--- src/rtl/mac_cmd_sequencer_if.sv ---
// Upstream op request channel for the MAC command sequencer.
// Master drives an op (code + repeat count), slave answers with ready.
interface mac_cmd_sequencer_if #(
    parameter int CNT_W = 8
);
    logic             op_valid;
    logic             op_ready;
    logic [2:0]       op_code;
    logic [CNT_W-1:0] op_rep;

    modport master (
        output op_valid,
        output op_code,
        output op_rep,
        input  op_ready
    );

    modport slave (
        input  op_valid,
        input  op_code,
        input  op_rep,
        output op_ready
    );
endinterface

--- src/rtl/mac_cmd_sequencer.sv ---
// Queues MAC ops and issues each as repeated one-cycle command pulses,
// waiting for mac_done between pulses, with timeout and error reporting.
module mac_cmd_sequencer #(
    parameter int FIFO_DEPTH = 4,
    parameter int CNT_W      = 8,
    parameter int TIMEOUT    = 2048
) (
    input  logic                clk,
    input  logic                rst,
    mac_cmd_sequencer_if.slave  op,
    output logic                sq,
    output logic                sc,
    output logic                mat8,
    output logic                mat16,
    output logic                col_sum,
    input  logic                mac_done,
    output logic                op_done,
    output logic                busy,
    output logic                err,
    output logic [1:0]          err_code,
    input  logic                clr_err
);
    localparam int AW = $clog2(FIFO_DEPTH);
    localparam int TW = $clog2(TIMEOUT + 1);
    localparam int EW = 3 + CNT_W;

    typedef enum logic [1:0] {IDLE, ISSUE, WAIT, RETIRE} state_t;

    state_t           state, state_nx;
    logic [EW-1:0]    mem [FIFO_DEPTH];
    logic [AW-1:0]    wr_ptr, rd_ptr;
    logic [AW:0]      count;
    logic [CNT_W-1:0] rep_cnt, rep_cnt_nx;
    logic [TW-1:0]    tmo, tmo_nx;
    logic             timed_out, timed_out_nx;
    logic             full, empty, legal, accept, push, pop, tmo_hit;
    logic [2:0]       head_code;
    logic [CNT_W-1:0] head_rep;
    logic [4:0]       cmd;

    assign full        = (count == (AW+1)'(FIFO_DEPTH));
    assign empty       = (count == '0);
    // ready is gated by rst so it reads 0 while reset is held
    assign op.op_ready = rst & ~full;
    assign legal       = (op.op_code <= 3'd4);
    assign accept      = op.op_valid & op.op_ready;
    assign push        = accept & legal;
    assign {head_code, head_rep} = mem[rd_ptr];

    assign {col_sum, mat16, mat8, sc, sq} = cmd;
    assign busy = ~empty | (state != IDLE);

    always_ff @(posedge clk) begin
        if (push) mem[wr_ptr] <= {op.op_code, op.op_rep};
    end

    always_ff @(posedge clk or negedge rst) begin
        if (!rst) begin
            wr_ptr <= '0;
            rd_ptr <= '0;
            count  <= '0;
        end else begin
            if (push) wr_ptr <= wr_ptr + 1'b1;
            if (pop)  rd_ptr <= rd_ptr + 1'b1;
            case ({push, pop})
                2'b10:   count <= count + 1'b1;
                2'b01:   count <= count - 1'b1;
                default: count <= count;
            endcase
        end
    end

    always_ff @(posedge clk or negedge rst) begin
        if (!rst) begin
            state     <= IDLE;
            rep_cnt   <= '0;
            tmo       <= '0;
            timed_out <= 1'b0;
        end else begin
            state     <= state_nx;
            rep_cnt   <= rep_cnt_nx;
            tmo       <= tmo_nx;
            timed_out <= timed_out_nx;
        end
    end

    always_comb begin
        state_nx     = state;
        rep_cnt_nx   = rep_cnt;
        tmo_nx       = tmo;
        timed_out_nx = timed_out;
        cmd          = '0;
        op_done      = 1'b0;
        pop          = 1'b0;
        tmo_hit      = 1'b0;
        case (state)
            IDLE: begin
                if (!empty) begin
                    state_nx     = ISSUE;
                    rep_cnt_nx   = (head_rep == '0) ? CNT_W'(1) : head_rep;
                    timed_out_nx = 1'b0;
                end
            end
            ISSUE: begin
                cmd      = 5'd1 << head_code;
                tmo_nx   = '0;
                state_nx = WAIT;
            end
            WAIT: begin
                if (mac_done) begin
                    rep_cnt_nx = rep_cnt - 1'b1;
                    state_nx   = (rep_cnt > CNT_W'(1)) ? ISSUE : RETIRE;
                end else if (tmo == TW'(TIMEOUT - 1)) begin
                    tmo_hit      = 1'b1;
                    timed_out_nx = 1'b1;
                    state_nx     = RETIRE;
                end else begin
                    tmo_nx = tmo + 1'b1;
                end
            end
            RETIRE: begin
                pop      = 1'b1;
                op_done  = ~timed_out;
                state_nx = IDLE;
            end
            default: state_nx = IDLE;
        endcase
    end

    // a fresh error outranks a clear arriving in the same cycle
    always_ff @(posedge clk or negedge rst) begin
        if (!rst) begin
            err      <= 1'b0;
            err_code <= 2'b00;
        end else if (tmo_hit) begin
            err      <= 1'b1;
            err_code <= 2'b10;
        end else if (accept && !legal) begin
            err      <= 1'b1;
            err_code <= 2'b01;
        end else if (clr_err) begin
            err      <= 1'b0;
            err_code <= 2'b00;
        end
    end
endmodule

--- src/flat_wrapper.sv ---
// flat-port wrapper written by rule: the top's interface ports become plain ports
module mac_cmd_sequencer_flat 
#(
    parameter int FIFO_DEPTH = 4,
    parameter int CNT_W      = 8,
    parameter int TIMEOUT    = 2048
)
  (clk, rst, sq, sc, mat8, mat16, col_sum, mac_done, op_done, busy, err, err_code, clr_err, op_op_valid, op_op_code, op_op_rep, op_op_ready);
  mac_cmd_sequencer_if #(.CNT_W(CNT_W)) op_i ();
  input  logic clk;
  input  logic rst;
  output logic sq;
  output logic sc;
  output logic mat8;
  output logic mat16;
  output logic col_sum;
  input  logic mac_done;
  output logic op_done;
  output logic busy;
  output logic err;
  output logic [1:0] err_code;
  input  logic clr_err;
  input wire logic [$bits(op_i.op_valid)-1:0] op_op_valid;
  input wire logic [$bits(op_i.op_code)-1:0] op_op_code;
  input wire logic [$bits(op_i.op_rep)-1:0] op_op_rep;
  output wire logic [$bits(op_i.op_ready)-1:0] op_op_ready;
  assign op_i.op_valid = op_op_valid;
  assign op_i.op_code = op_op_code;
  assign op_i.op_rep = op_op_rep;
  assign op_op_ready = op_i.op_ready;
  mac_cmd_sequencer #(.FIFO_DEPTH(FIFO_DEPTH), .CNT_W(CNT_W), .TIMEOUT(TIMEOUT)) u_core (.clk(clk), .rst(rst), .op(op_i), .sq(sq), .sc(sc), .mat8(mat8), .mat16(mat16), .col_sum(col_sum), .mac_done(mac_done), .op_done(op_done), .busy(busy), .err(err), .err_code(err_code), .clr_err(clr_err));
endmodule
--- config.mk ---
export PLATFORM = sky130hd
export DESIGN_NAME = mac_cmd_sequencer_flat
export DESIGN_NICKNAME = d
export VERILOG_FILES = /design/src/rtl/mac_cmd_sequencer_if.sv /design/src/rtl/mac_cmd_sequencer.sv /design/src/flat_wrapper.sv
export SDC_FILE = /design/constraint.sdc
export NUM_CORES = 1
export LEC_CHECK = 0
export ABC_CLOCK_PERIOD_IN_PS = 2000
export BUFFER_PORTS_ARGS = -buffer_cell sky130_fd_sc_hd__buf_2
export CAP_MARGIN = 20
export CORE_MARGIN = 2
export CORE_UTILIZATION = 25
export DETAILED_ROUTE_END_ITERATION = 8
export PLACE_DENSITY = 0.53
export REMOVE_ABC_BUFFERS = 1
export SYNTH_ARGS = -nofsm -noshare
export SYNTH_HDL_FRONTEND = slang
export SYNTH_SLANG_ARGS = --single-unit
--- constraint.sdc ---
create_clock -name clk -period 2 [get_ports clk]
set_clock_uncertainty 0.2 [all_clocks]
set_input_delay 0.4 -clock clk [delete_from_list [all_inputs] [get_ports clk]]
set_output_delay 0.4 -clock clk [all_outputs]
set_load 0.005 [all_outputs]
==> out/metrics.sh <==
MIN_CLOCK_PERIOD_POST_ROUTE_NS=2.40
CTS_SINKS=77
PORT_BUFFERS=26
OUTCOME='finished with violations'
SYNTH-WARNING-COUNT=0
NETLIST_TOP_CELLS_AREA='sky130_fd_sc_hd__edfxtp_1 37%, sky130_fd_sc_hd__dfrtp_1 23%, sky130_fd_sc_hd__mux4_2 5.6%'
FINALCRITPERIODSHARE=1.20
SYNTH.LARGEST_AREA_CELL='sky130_fd_sc_hd__edfxtp_1'
POWER_SWITCHING_SHARE=0.311
ANTENNADIODECOUNT=0
YS.FLOP_TYPE='sky130_fd_sc_hd__edfxtp_1'
EDFF_COUNT_SYNTH=44
HOLD-WORST-SLACK_NS=0.0792
TIGHTEST_SLEW_NS=0.447
HOLD_CLASS='in -> reg'
TIMING.FMAX_MHz=417
POWER.INTERNAL_mW=4.47
FIRSTDRTPASSITERS=4
HIGHEST_IR_DROP_SEEN_ON_VDD_mV=0.637
CRIT_PATH_START_KIND='flop'
CP-END-KIND='primary output'
GRT_ANTENNA_BEFORE_REPAIR=0
GP_ROUTABILITY_CONGESTION=0.776
DIE-HEIGHT_UM=124
TIMING.FINAL.MAX_SLEW_VIOLATIONS=0
POWER_FRAC_COMB=0.370
MAXIMUM_CLOCK_PATH_BUFFER_COUNT=2
SYNTH-ASYNC-RESET-RATIO=0.429
IO-PIN-COUNT=27
DETAIL_ROUTE.WL_PER_CELL_UM=14.0
CTS-ROOT-BUF='sky130_fd_sc_hd__clkbuf_16'
FINALWORSTSETUPSLACK_NS=-0.401
SHARE_OF_SYNTHESIZED_AREA_OCCUPIED_BY_FLIP_FLOPS_AND_LATCHES=0.597
FINAL_ANTENNA_NET_COUNT=0
SWITCHING_POWER_mW=2.02
CLK_TRANSITION_REPORTED_PATHS_NS=0.06
CLK_LATENCY_NS=0.34
YOSYS.AREA.TOP_TYPE_SHARE=0.368
YS_SEQ_ELEMENTS=77
LAYOUT-DRIVE-GT1-SHARE=0.382
LAYOUT.NETS=366
PLACED_WIRE_LENGTH_ESTIMATE_UM=5200
SYN_TO_FINAL_GROWTH_PCT=32.2
OVERFLOW=0
SHARE_SEQ_OF_TOTAL_POWER=0.340
CAP_VIOL_MAX_COUNT=0
GRT_USE_TOTAL=0.106
VIAS=2374
FIRST_ITER_VIOLATIONS=94
ARRIVAL_NS=1.80
DIE_AREA_UM2=15300
FINALHOLDVIOLATIONS=0
UNREPAIRED_SETUP_ENDPOINTS_AFTER_GLOBAL_ROUTING='yes'
FIRST_GLOBAL_VIAS=2432
DESIGN_AREA_UM2=4750
FINALSETUPVIOLCOUNT=7
POST_DP_CELL_AREA_UM2=4220
HTREEDEPTH=3
WORSTSETUPPATHTYPE='reg -> out'
POWER.STATIC_LEAKAGE_nW=1.91
WL_UM=7380
DRT-VIAS-PER-INSTANCE=4.51
CELLPOWERDENSITY_nW_PER_UM2=1360
SYNTH.AVG_CELL_AREA_UM2=13.6
YS_TYPES=57
CTS_TREE='yes'
NUMBER_OF_STANDARD_CELLS_AFTER_SYNTHESIS=264
DIE_WIDTH_UM=124
GRT_FIRST_PASS_WIRELENGTH_UM=12200
CORE_AREA_UM2=13900
GRT_START_MAX_NET_PINS=34
CP_MAX_FO=5
SYN_AREA_UM2=3590
POWER_FRAC_CLOCK=0.290
SLEW-LIMIT-HEADROOM=0.702
CORE.ROWCOUNT=43
CLOCK_BUFFERS_CREATED_BY_TRITONCTS=9
INITIAL_CORE_UTIL=0.258
DRC_ERRORS=0
WORST_EP_REQUIRED_TIME_NS=1.40
VIOLATIONS_IN_THE_FINAL_REPORTS='negative setup slack'
-- placed cells by master (no fill, tap or decap), types with 4 or more instances in the layout --
cell type / netlist / final
sky130_fd_sc_hd__nand4_1: 4 / 4
sky130_fd_sc_hd__nand2_1: 15 / 15
sky130_fd_sc_hd__inv_1: 13 / 9
sky130_fd_sc_hd__buf_6: 1 / 4
sky130_fd_sc_hd__xnor2_1: 4 / 4
sky130_fd_sc_hd__edfxtp_1: 44 / 44
sky130_fd_sc_hd__buf_2: 3 / 26
sky130_fd_sc_hd__dfrtp_1: 33 / 32
sky130_fd_sc_hd__nor3_1: 8 / 7
sky130_fd_sc_hd__ha_1: 8 / 7
sky130_fd_sc_hd__buf_4: 4 / 39
sky130_fd_sc_hd__nand3_1: 9 / 9
sky130_fd_sc_hd__a22o_1: 4 / 4
sky130_fd_sc_hd__mux4_2: 9 / 10
sky130_fd_sc_hd__buf_12: 0 / 5
sky130_fd_sc_hd__a31oi_1: 5 / 4
sky130_fd_sc_hd__clkbuf_16: 0 / 9
sky130_fd_sc_hd__nor2_1: 15 / 15
sky130_fd_sc_hd__o21ai_0: 15 / 14
sky130_fd_sc_hd__a21oi_1: 9 / 9
-- layout make-up --
class	count	area [um2]
sequential	77	2150
clock inverter	7	124
clock buffer	9	225
fill	1343	9180
tap	180	225
inverter	13	51.3
multi-input combinational	165	1400
timing repair buffer	75	578
-- what timing repair did --
| item | CTS | global route |
|---|---|---|
| setup buffers | 3 | 10 |
| gates resized for setup | 9 | 16 |
| hold endpoints to repair | 33 | 0 |
| pin swaps | 7 | 5 |
| hold buffers | 1 | 0 |
| setup endpoints to repair | 13 | 14 |
-- cells in the mapped netlist (2+ instances only) --
| cell type | count |
|---|---|
| sky130_fd_sc_hd__a31oi_1 | 5 |
| sky130_fd_sc_hd__nand2_1 | 15 |
| sky130_fd_sc_hd__and3_1 | 4 |
| sky130_fd_sc_hd__edfxtp_1 | 44 |
| sky130_fd_sc_hd__ha_1 | 8 |
| sky130_fd_sc_hd__nor4_4 | 2 |
| sky130_fd_sc_hd__nand2b_1 | 3 |
| sky130_fd_sc_hd__o31ai_1 | 3 |
| sky130_fd_sc_hd__xor2_1 | 3 |
| sky130_fd_sc_hd__buf_2 | 3 |
| sky130_fd_sc_hd__a31o_2 | 3 |
| sky130_fd_sc_hd__o21ai_0 | 15 |
| sky130_fd_sc_hd__xnor2_1 | 4 |
| sky130_fd_sc_hd__and2_1 | 4 |
| sky130_fd_sc_hd__nor2b_1 | 2 |
| sky130_fd_sc_hd__mux4_1 | 2 |
| sky130_fd_sc_hd__nand4_1 | 4 |
| sky130_fd_sc_hd__o211ai_1 | 3 |
| sky130_fd_sc_hd__or4_1 | 2 |
| sky130_fd_sc_hd__dfrtp_1 | 33 |
| sky130_fd_sc_hd__a21oi_1 | 9 |
| sky130_fd_sc_hd__buf_4 | 4 |
| sky130_fd_sc_hd__inv_1 | 13 |
| sky130_fd_sc_hd__mux4_2 | 9 |
| sky130_fd_sc_hd__nand3_1 | 9 |
| sky130_fd_sc_hd__a21o_1 | 2 |
| sky130_fd_sc_hd__nor4b_2 | 2 |
| sky130_fd_sc_hd__nor3_1 | 8 |
| sky130_fd_sc_hd__nor2_1 | 15 |
| sky130_fd_sc_hd__a22o_1 | 4 |
-- metal layers --
metal  GRT usage  share of wire  vias to the layer above
li1            -              -                     1166
met1       0.133           0.44                     1163
met2       0.169           0.51                       34
met3      0.0266          0.032                       11
met4      0.0527          0.017                        0
met5           0              0                        -
-- per-stage QoR --
step	cells	utilization	total power [mW]	TNS [ns]	setup slack, ns
after detailed placement	497	0.303	4.31	-1.29	-0.160
after CTS	516	0.331	6.28	-2.21	-0.419
final	526	0.341	6.48	-2.09	-0.401
after global routing	526	0.341	6.93	-3.11	-0.485
after floorplan	255	-	3.46	-1.52	-0.242
after global placement	497	0.303	4.26	-0.986	-0.122
-- worst paths after layout --
check	startpoint	end	slack, ns	cells past startpoint
worst max register to register	u_core.count[0]	u_core.count[2]	-0.07	11
min in group asynchronous	rst	u_core.count[2]	0.44	3
worst max-delay path	u_core.rd_ptr[0]	col_sum	-0.40	3
worst min register to register	u_core.tmo[11]	u_core.tmo[11]	0.28	1
max in group asynchronous	rst	u_core.rd_ptr[0]	0.82	3
worst min-delay path	op_op_rep[7]	u_core.mem[2][7]	0.08	1
-- power groups by stage --
stage                     Combinational [mW]  Clock (mW)  Sequential [mW]
final                                   2.40        1.88             2.20
after global routing                    2.69        1.99             2.24
after CTS                               2.16        1.92             2.20
after detailed placement                2.09           0             2.22
after global placement                  2.05           0             2.21
after floorplan                         1.20           0             2.27
-- critical path, stage by stage (launching register included) --
cell	delay [ns]
sky130_fd_sc_hd__dfrtp_2	0.42
sky130_fd_sc_hd__mux4_2	0.59
sky130_fd_sc_hd__nor4b_4	0.30
sky130_fd_sc_hd__buf_2	0.15
-- state kept, by name, indices dropped and copies added (netlist names), 2 cells and up --
| name | flops |
|---|---|
| u_core.err_code | 2 |
| u_core.tmo | 12 |
| u_core.state | 2 |
| u_core.mem | 44 |
| u_core.count | 3 |
| u_core.wr_ptr | 2 |
| u_core.rd_ptr | 2 |
| u_core.rep_cnt | 8 |
-- cell families (layout without fill, tap and decap cells) --
kind of cell,count (synthesis),after routing,share of synthesized area
simple gates,84,84,0.148
flops,77,77,0.597
compound gates,52,52,0.0964
buf+inv,22,104,0.0303
mux,13,13,0.0769
fa+ha+maj,9,9,0.0334
xor+xnor,7,7,0.0171
Power figures use the tool's default switching activity.
